### src/rtl/mainfsm_pkg.sv
// Shared state encodings, datapath select encodings and the control bundle
// for the multicycle ARM main FSM.
package mainfsm_pkg;

  localparam logic [3:0] FETCH    = 4'd0;
  localparam logic [3:0] DECODE   = 4'd1;
  localparam logic [3:0] MEMADR   = 4'd2;
  localparam logic [3:0] MEMRD    = 4'd3;
  localparam logic [3:0] MEMWB    = 4'd4;
  localparam logic [3:0] MEMWR    = 4'd5;
  localparam logic [3:0] EXECUTER = 4'd6;
  localparam logic [3:0] EXECUTEI = 4'd7;
  localparam logic [3:0] ALUWB    = 4'd8;
  localparam logic [3:0] BRANCH   = 4'd9;
  localparam logic [3:0] UNKNOWN  = 4'd10;

  localparam logic [1:0] SRCA_RN    = 2'b00;
  localparam logic [1:0] SRCA_PC    = 2'b01;
  localparam logic [1:0] SRCB_RM    = 2'b00;
  localparam logic [1:0] SRCB_IMM   = 2'b01;
  localparam logic [1:0] SRCB_FOUR  = 2'b10;
  localparam logic [1:0] RES_ALUOUT = 2'b00;
  localparam logic [1:0] RES_DATA   = 2'b01;
  localparam logic [1:0] RES_ALU    = 2'b10;
  localparam logic       ADR_PC     = 1'b0;
  localparam logic       ADR_ALU    = 1'b1;

  typedef struct packed {
    logic       ir_write;
    logic       adr_src;
    logic [1:0] alu_src_a;
    logic [1:0] alu_src_b;
    logic [1:0] result_src;
    logic       alu_op;
    logic       next_pc;
    logic       reg_w;
    logic       mem_w;
    logic       branch;
    logic       illegal;
  } ctrl_t;

endpackage

### src/rtl/mainfsm_outdec.sv
// Purely combinational decode of the main FSM state into datapath controls.
module mainfsm_outdec
  import mainfsm_pkg::*;
(
  input  logic [3:0] state_i,
  output ctrl_t      ctrl_o
);

  always_comb begin
    // NOTE: assigning a full default before the case keeps every field driven on every path, so no latch is inferred.
    ctrl_o = '0;
    case (state_i)
      FETCH: begin
        ctrl_o.adr_src    = ADR_PC;
        ctrl_o.alu_src_a  = SRCA_PC;
        ctrl_o.alu_src_b  = SRCB_FOUR;
        ctrl_o.result_src = RES_ALU;
        ctrl_o.ir_write   = 1'b1;
        ctrl_o.next_pc    = 1'b1;
      end
      DECODE: begin
        ctrl_o.alu_src_a  = SRCA_PC;
        ctrl_o.alu_src_b  = SRCB_FOUR;
        ctrl_o.result_src = RES_ALU;
      end
      MEMADR: begin
        ctrl_o.alu_src_a = SRCA_RN;
        ctrl_o.alu_src_b = SRCB_IMM;
      end
      MEMRD: begin
        ctrl_o.adr_src    = ADR_ALU;
        ctrl_o.result_src = RES_ALUOUT;
      end
      MEMWB: begin
        ctrl_o.result_src = RES_DATA;
        ctrl_o.reg_w      = 1'b1;
      end
      MEMWR: begin
        ctrl_o.adr_src    = ADR_ALU;
        ctrl_o.result_src = RES_ALUOUT;
        ctrl_o.mem_w      = 1'b1;
      end
      EXECUTER: begin
        ctrl_o.alu_src_a = SRCA_RN;
        ctrl_o.alu_src_b = SRCB_RM;
        ctrl_o.alu_op    = 1'b1;
      end
      EXECUTEI: begin
        ctrl_o.alu_src_a = SRCA_RN;
        ctrl_o.alu_src_b = SRCB_IMM;
        ctrl_o.alu_op    = 1'b1;
      end
      ALUWB: begin
        ctrl_o.result_src = RES_ALUOUT;
        ctrl_o.reg_w      = 1'b1;
      end
      BRANCH: begin
        ctrl_o.alu_src_a  = SRCA_RN;
        ctrl_o.alu_src_b  = SRCB_IMM;
        ctrl_o.result_src = RES_ALU;
        ctrl_o.branch     = 1'b1;
      end
      UNKNOWN: ctrl_o.illegal = 1'b1;
      default: ctrl_o = '0;
    endcase
  end

endmodule

### src/rtl/mainfsm.sv
// Moore main state machine of the multicycle ARM controller.
// Define MAINFSM_WAIT_EN to stall FETCH/MEMRD/MEMWR on MemReady=0.
module mainfsm
  import mainfsm_pkg::*;
#(
  parameter int STATE_W = 4
) (
  input  logic       clk,
  input  logic       reset,
  input  logic [1:0] Op,
  input  logic [5:0] Funct,
  input  logic       MemReady,
  output logic       IRWrite,
  output logic       AdrSrc,
  output logic [1:0] ALUSrcA,
  output logic [1:0] ALUSrcB,
  output logic [1:0] ResultSrc,
  output logic       ALUOp,
  output logic       NextPC,
  output logic       RegW,
  output logic       MemW,
  output logic       Branch,
  output logic       Illegal
);

  logic [STATE_W-1:0] state_q, state_d;
  ctrl_t              dec_ctrl, out_ctrl;
  logic               mem_ok;

`ifdef MAINFSM_WAIT_EN
  assign mem_ok = MemReady;
`else
  logic unused_memready;
  assign unused_memready = MemReady;
  assign mem_ok          = 1'b1;
`endif

  // NOTE: reset is synchronous here, so it lives inside the clocked block; state uses <= so all flops update together.
  always_ff @(posedge clk) begin
    if (reset) state_q <= FETCH;
    else       state_q <= state_d;
  end

  always_comb begin
    state_d = FETCH;
    case (state_q)
      FETCH:    state_d = mem_ok ? DECODE : FETCH;
      DECODE: begin
        case (Op)
          2'b00:   state_d = Funct[5] ? EXECUTEI : EXECUTER;
          2'b01:   state_d = MEMADR;
          2'b10:   state_d = BRANCH;
          default: state_d = UNKNOWN;
        endcase
      end
      MEMADR:   state_d = Funct[0] ? MEMRD : MEMWR;
      MEMRD:    state_d = mem_ok ? MEMWB : MEMRD;
      MEMWB:    state_d = FETCH;
      MEMWR:    state_d = mem_ok ? FETCH : MEMWR;
      EXECUTER: state_d = ALUWB;
      EXECUTEI: state_d = ALUWB;
      ALUWB:    state_d = FETCH;
      BRANCH:   state_d = FETCH;
      UNKNOWN:  state_d = FETCH;
      default:  state_d = FETCH;
    endcase
  end

  mainfsm_outdec u_outdec (
    .state_i (state_q),
    .ctrl_o  (dec_ctrl)
  );

  // Reset masks the decode so no strobe escapes while the state is reloading.
  always_comb begin
    out_ctrl = reset ? '0 : dec_ctrl;
  end

  assign IRWrite   = out_ctrl.ir_write;
  assign AdrSrc    = out_ctrl.adr_src;
  assign ALUSrcA   = out_ctrl.alu_src_a;
  assign ALUSrcB   = out_ctrl.alu_src_b;
  assign ResultSrc = out_ctrl.result_src;
  assign ALUOp     = out_ctrl.alu_op;
  assign NextPC    = out_ctrl.next_pc;
  assign RegW      = out_ctrl.reg_w;
  assign MemW      = out_ctrl.mem_w;
  assign Branch    = out_ctrl.branch;
  assign Illegal   = out_ctrl.illegal;

endmodule

### config.mk
export PLATFORM = sky130hd
export DESIGN_NAME = mainfsm
export DESIGN_NICKNAME = d
export VERILOG_FILES = /design/src/rtl/mainfsm_pkg.sv /design/src/rtl/mainfsm_outdec.sv /design/src/rtl/mainfsm.sv
export SDC_FILE = /design/constraint.sdc
export NUM_CORES = 1
export LEC_CHECK = 0
export CAP_MARGIN = 20
export CORE_AREA = 10 10 47 49
export CTS_CLUSTER_DIAMETER = 50
export CTS_CLUSTER_SIZE = 12
export DETAILED_ROUTE_END_ITERATION = 6
export DIE_AREA = 0 0 57 59
export DONT_BUFFER_PORTS = 1
export PLACE_DENSITY = 0.52
export RECOVER_POWER = 25
export SYNTH_ARGS = -nofsm -noshare
export SYNTH_HDL_FRONTEND = slang
export SYNTH_SLANG_ARGS = --single-unit
### constraint.sdc
create_clock -name clk -period 3.31 [get_ports clk]
set_clock_uncertainty 0.1 [all_clocks]
set_input_delay 0.1655 -clock clk [delete_from_list [all_inputs] [get_ports clk]]
set_output_delay 0.1655 -clock clk [all_outputs]
set_load 0.02 [all_outputs]
### Word level (Yosys, flattened, before mapping)

Index checks and enable logic that the tools add are counted.

* eq/ne operators: 12
* multiplexer cells: 14
* reductions and logical operators: 8

Operators by type and width (number)
* $pmux 4 s5: 1
* $eq 4x3->1 const B: 4
* $mux 14: 1
* $eq 4x4->1 const B: 3
* $pmux 4 s3: 1
* $eq 4x2->1 const B: 2
* $mux 1: 8
* $reduce_or 2->1: 4
* $pmux 3 s2: 1
* $reduce_or 3->1: 2
* $eq 4x1->1 const B: 1
* $logic_not 4->1: 1
* $pmux 2 s2: 1
* $mux 3: 1
* $eq 2x1->1 const B: 1
* $eq 2x2->1 const B: 1
* $logic_not 2->1: 1

* register bits after elaboration: 4
* bits of input ports: 11
* output and inout bits: 14
* word-level logic and storage cells: 35

### Longest topological paths before layout

* depth after elaboration: 4
* gate-level depth with buffers: 4
* depth with buffers taken out: 3

### Cells and area by module

From an unflattened synthesis, not the netlist that was laid out.

* cells, all modules: 57
* area total of the unflattened synthesis: 454.2 um^2

Modules (own cells, without submodules)
* mainfsm: times used 1, cells each 34, area an instance 282.8 um^2, seq. area each 80.1 um^2
* mainfsm_outdec: times used 1, cells each 23, area an instance 171.4 um^2, seq. area each 0.0 um^2

### Worst setup path after synthesis

Ideal clock, no wire load.

* kind: flip-flop to output port
* start: register state_q[1]
* end: output ALUSrcB[1]
* arrival: 1.663 ns
* data required time: 3.044 ns
* path slack: 1.381 ns
* cell stages (with the launch flop): 5
* path buffers: 3
* cell sequence: dfxtp_1 buf_2 buf_2 nor4_1 buf_4

* longest elaborated chain between the ends: 4
* elaborated cells on any way between the ends: 9
* classes of those cells: eq/ne: 4; mux: 2; reduce/logical: 3

Ends and longest elaborated chain
* from (decl): line mainfsm.sv:26 `logic [STATE_W-1:0] state_q, state_d;`
* from (signal assigned): line mainfsm.sv:41 `else state_q <= state_d;`
* $eq 4x2->1 (tied with other cells): line mainfsm_outdec.sv:12 `case (state_i)`
* $reduce_or 3->1 (no line) or $reduce_or 2->1 (tied branches)
* $pmux 3 s2 (*): line mainfsm_outdec.sv:12
* $mux 14 (*): line mainfsm.sv:76 `out_ctrl = reset ? '0 : dec_ctrl;`
* to (decl): line mainfsm.sv:16 `output logic [1:0] ALUSrcB,`

Mark *: on every way between the ends. The rest lies on a longest branch, timed or not.

### Final worst setup path

* start: register state_q[2]
* end: output IRWrite

* longest elaborated chain between the ends: 3

Ends and longest elaborated chain
* $logic_not 4->1: line mainfsm_outdec.sv:12
* $mux 1: line mainfsm_outdec.sv:12
* $mux 14: line mainfsm.sv:76
* to (decl): line mainfsm.sv:13 `output logic IRWrite,`

Every way passes these cells.

==> reports/metrics.cfg <==
[run_status]
status = completed

[floorplan]
ios = 25
num_rows = 14
die_h_um = 59
die_x_um = 57
coreArea_sq_um = 1400
die_area_sq_um = 3360
initial_core_util_pct = 28.0

[critical_path]
cp.arrival_ps = 1700
r2r_cells = 3
worstSetupPathType = flop to output pin
cp-end-kind = output pin
critical_path_depth = 2
crit_end = IRWrite
critPathLaunchType = flop
r2r-end = state_q[1]
critPathMaxFanout = 14
path_buf_inv = 0
r2r_start = state_q[0]
startpoint = state_q[2]
cp_cell_sequence = or3_4 -> nor3_2
slowest_delay_ps = 550
cp_data_required_time_ps = 3040
critPathTopFamily = simple AND/OR/NAND/NOR gates
crit_slowest_cell = nor3_2
reg2reg_slack_ps = 1960

[global_routing]
antenna_found_initial = 0
grt_start_max_net_pins = 18
grt_pass1_vias = 319
grt-ovfl-total = 0
grt_pass1_wl_um = 1570
grt.total_usage_pct = 6.03

[pwr]
peakVddDrop_uv = 161
total_power_mw = 0.177
p_leak_nw = 0.152
power_density_nw_per_um2 = 448

[sta]
slew_viol_final = 0
worst_slack_ps = 1350
fmax_ghz = 0.509
finalSetupTns_ps = 0
setup_viol = 0
worst_pin_slew_ps = 988
rsz0062_at_grt = no
whs_ps = 26.5
slew_headroom_pct = 33.6
fin_crit_sh_pct = 59.3
hold_viol = 0
period_needed_ps = 1960

[worst_hold_path]
hp-class = primary input to flop

[cts]
clkLatencyLatePin_ps = 230
cts.sinks = 4
cts_setup_buffers = 0
h-tree-depth = 1
cts.path.max_buffers = 2
tritoncts = done
cts_root_buf = clkbuf_4
clk_pin_slew_ps = 40
cts_buffers = 3

[synthesis]
syn-num-nets = 62
avgSynthCellArea_sq_um = 7.70
ys_seq_area_share_pct = 20.4
synth-async-reset-ratio_pct = 0
synth_top_flop_cell = dfxtp_1
synth_area_leaders = dfxtp_1 (20%), buf_6 (8.6%), and3_1 (8.0%)
synth_common_cells = and3_1 (5), nor2_1 (5), dfxtp_1 (4)
synth_edf_count = 0
netlist.area_leader.share_pct = 20.4
ys_ff_latch = 4
ys_types = 26
syn-cell-area_sq_um = 393
synthesis.instances = 51
yosysTopAreaCell = dfxtp_1
yosys_warnings = 0

[finish]
reg.largest.list = state_q x4
antenna_cells = 0
largest_reg_flops = 4
top_register = state_q
final_nets = 61
final_util_pct = 28.2
fillers = 165
area_growth_pct = 0.637
drive_gt1_share_pct = 20.8

[detailed_routing]
firstDrtPassIters = 2
routed_wl_um = 963
vias = 335
drt_iter0_drc = 3
routedWlPerCell_um = 15.0
ant_nets = 0
routed_via_density = 5.23
drc_errors = 0

[placed_design]
dp_slack_ps = 1580
dp.final_hpwl_um = 697
globalplace.congestion = 0.670
io_buffers = 0

[flow_run]
drv_cap = 0

final cells by class:
| cell class | instances | area [sq um] | area share [%] |
|---|---|---|---|
| multi-input combinational | 37 | 245 | 62.0 |
| sequential | 4 | 80.1 | 20.3 |
| clock buffer | 3 | 22.5 | 5.70 |
| timing repair buffer | 2 | 20.0 | 5.06 |
| tap | 16 | 20.0 | 5.06 |
| inverter | 2 | 7.51 | 1.90 |
per-layer routing:
metal	share of wire, %	wire, um	GRT usage, %
met1	47	448	6.48
met2	46	446	9.15
met3	5.9	57	1.72
met4	0.93	9	6.04
met5	0	0	0
power breakdown:
part	leakage (nW)	internal, mW	switching [mW]
registers	0.0329	0.0530	0.0162
logic	0.105	0.0176	0.0308
clock network	0.0138	0.0405	0.0190
per-stage QoR:
stage               instance area (sq um)  cells
finish                                395     64
global route                          395     64
CTS                                   395     64
detailed placement                    353     59
global placement                      353     59
floorplan                             393     51
worst register-to-register path, stage by stage (launching register included):
cell and delay [ps]:
dfxtp_1 570, nor2b_1 300, o21ai_0 170, a21oi_2 140
worst min-delay path by stage:
| stage | start | endpoint | slack [ps] | cells after the start |
|---|---|---|---|---|
| CTS | Funct[0] | state_q[2] | 20 | 2 |
| global placement | Op[1] | state_q[3] | 240 | 2 |
| global route | Funct[0] | state_q[2] | 40 | 2 |
| floorplan | Op[1] | state_q[3] | 220 | 2 |
| detailed placement | Op[1] | state_q[3] | 240 | 2 |
| finish | Funct[0] | state_q[2] | 30 | 2 |
placed cells by master, fill, tap and decap left out:
master and n:
nor2_1 5, and3_1 5, dfxtp_1 4, o21ai_0 3, a21oi_2 3, clkbuf_4 3, inv_1 2, nor2b_1 2
nor4_1 2, nand2_1 2, dlygate4sd3_1 2, nor4_2 1, nand4b_1 1, nor4b_2 1, a31oi_1 1, a21oi_1 1
nor3_1 1, or3_4 1, nor3_2 1, xnor2_1 1, xor2_1 1, nand2b_1 1, nand3b_1 1, nand3_1 1
a21boi_0 1, conb_1 1
kinds of logic after synthesis:
| group | synth area share [%] |
|---|---|
| and+or+nand+nor | 40.1 |
| buffers and inverters | 18.8 |
| AOI/OAI and AO/OA | 15.3 |
| DFF | 20.4 |
| xor gates and xnor gates | 4.46 |
| other | 0.954 |
what timing repair did:
action	CTS	global route
hold buffers	2	0
endpoints found under the setup margin	0	0
resized for setup	0	0
hold endpoints to repair	2	0
No activity file was read; power rests on OpenSTA's default activity.
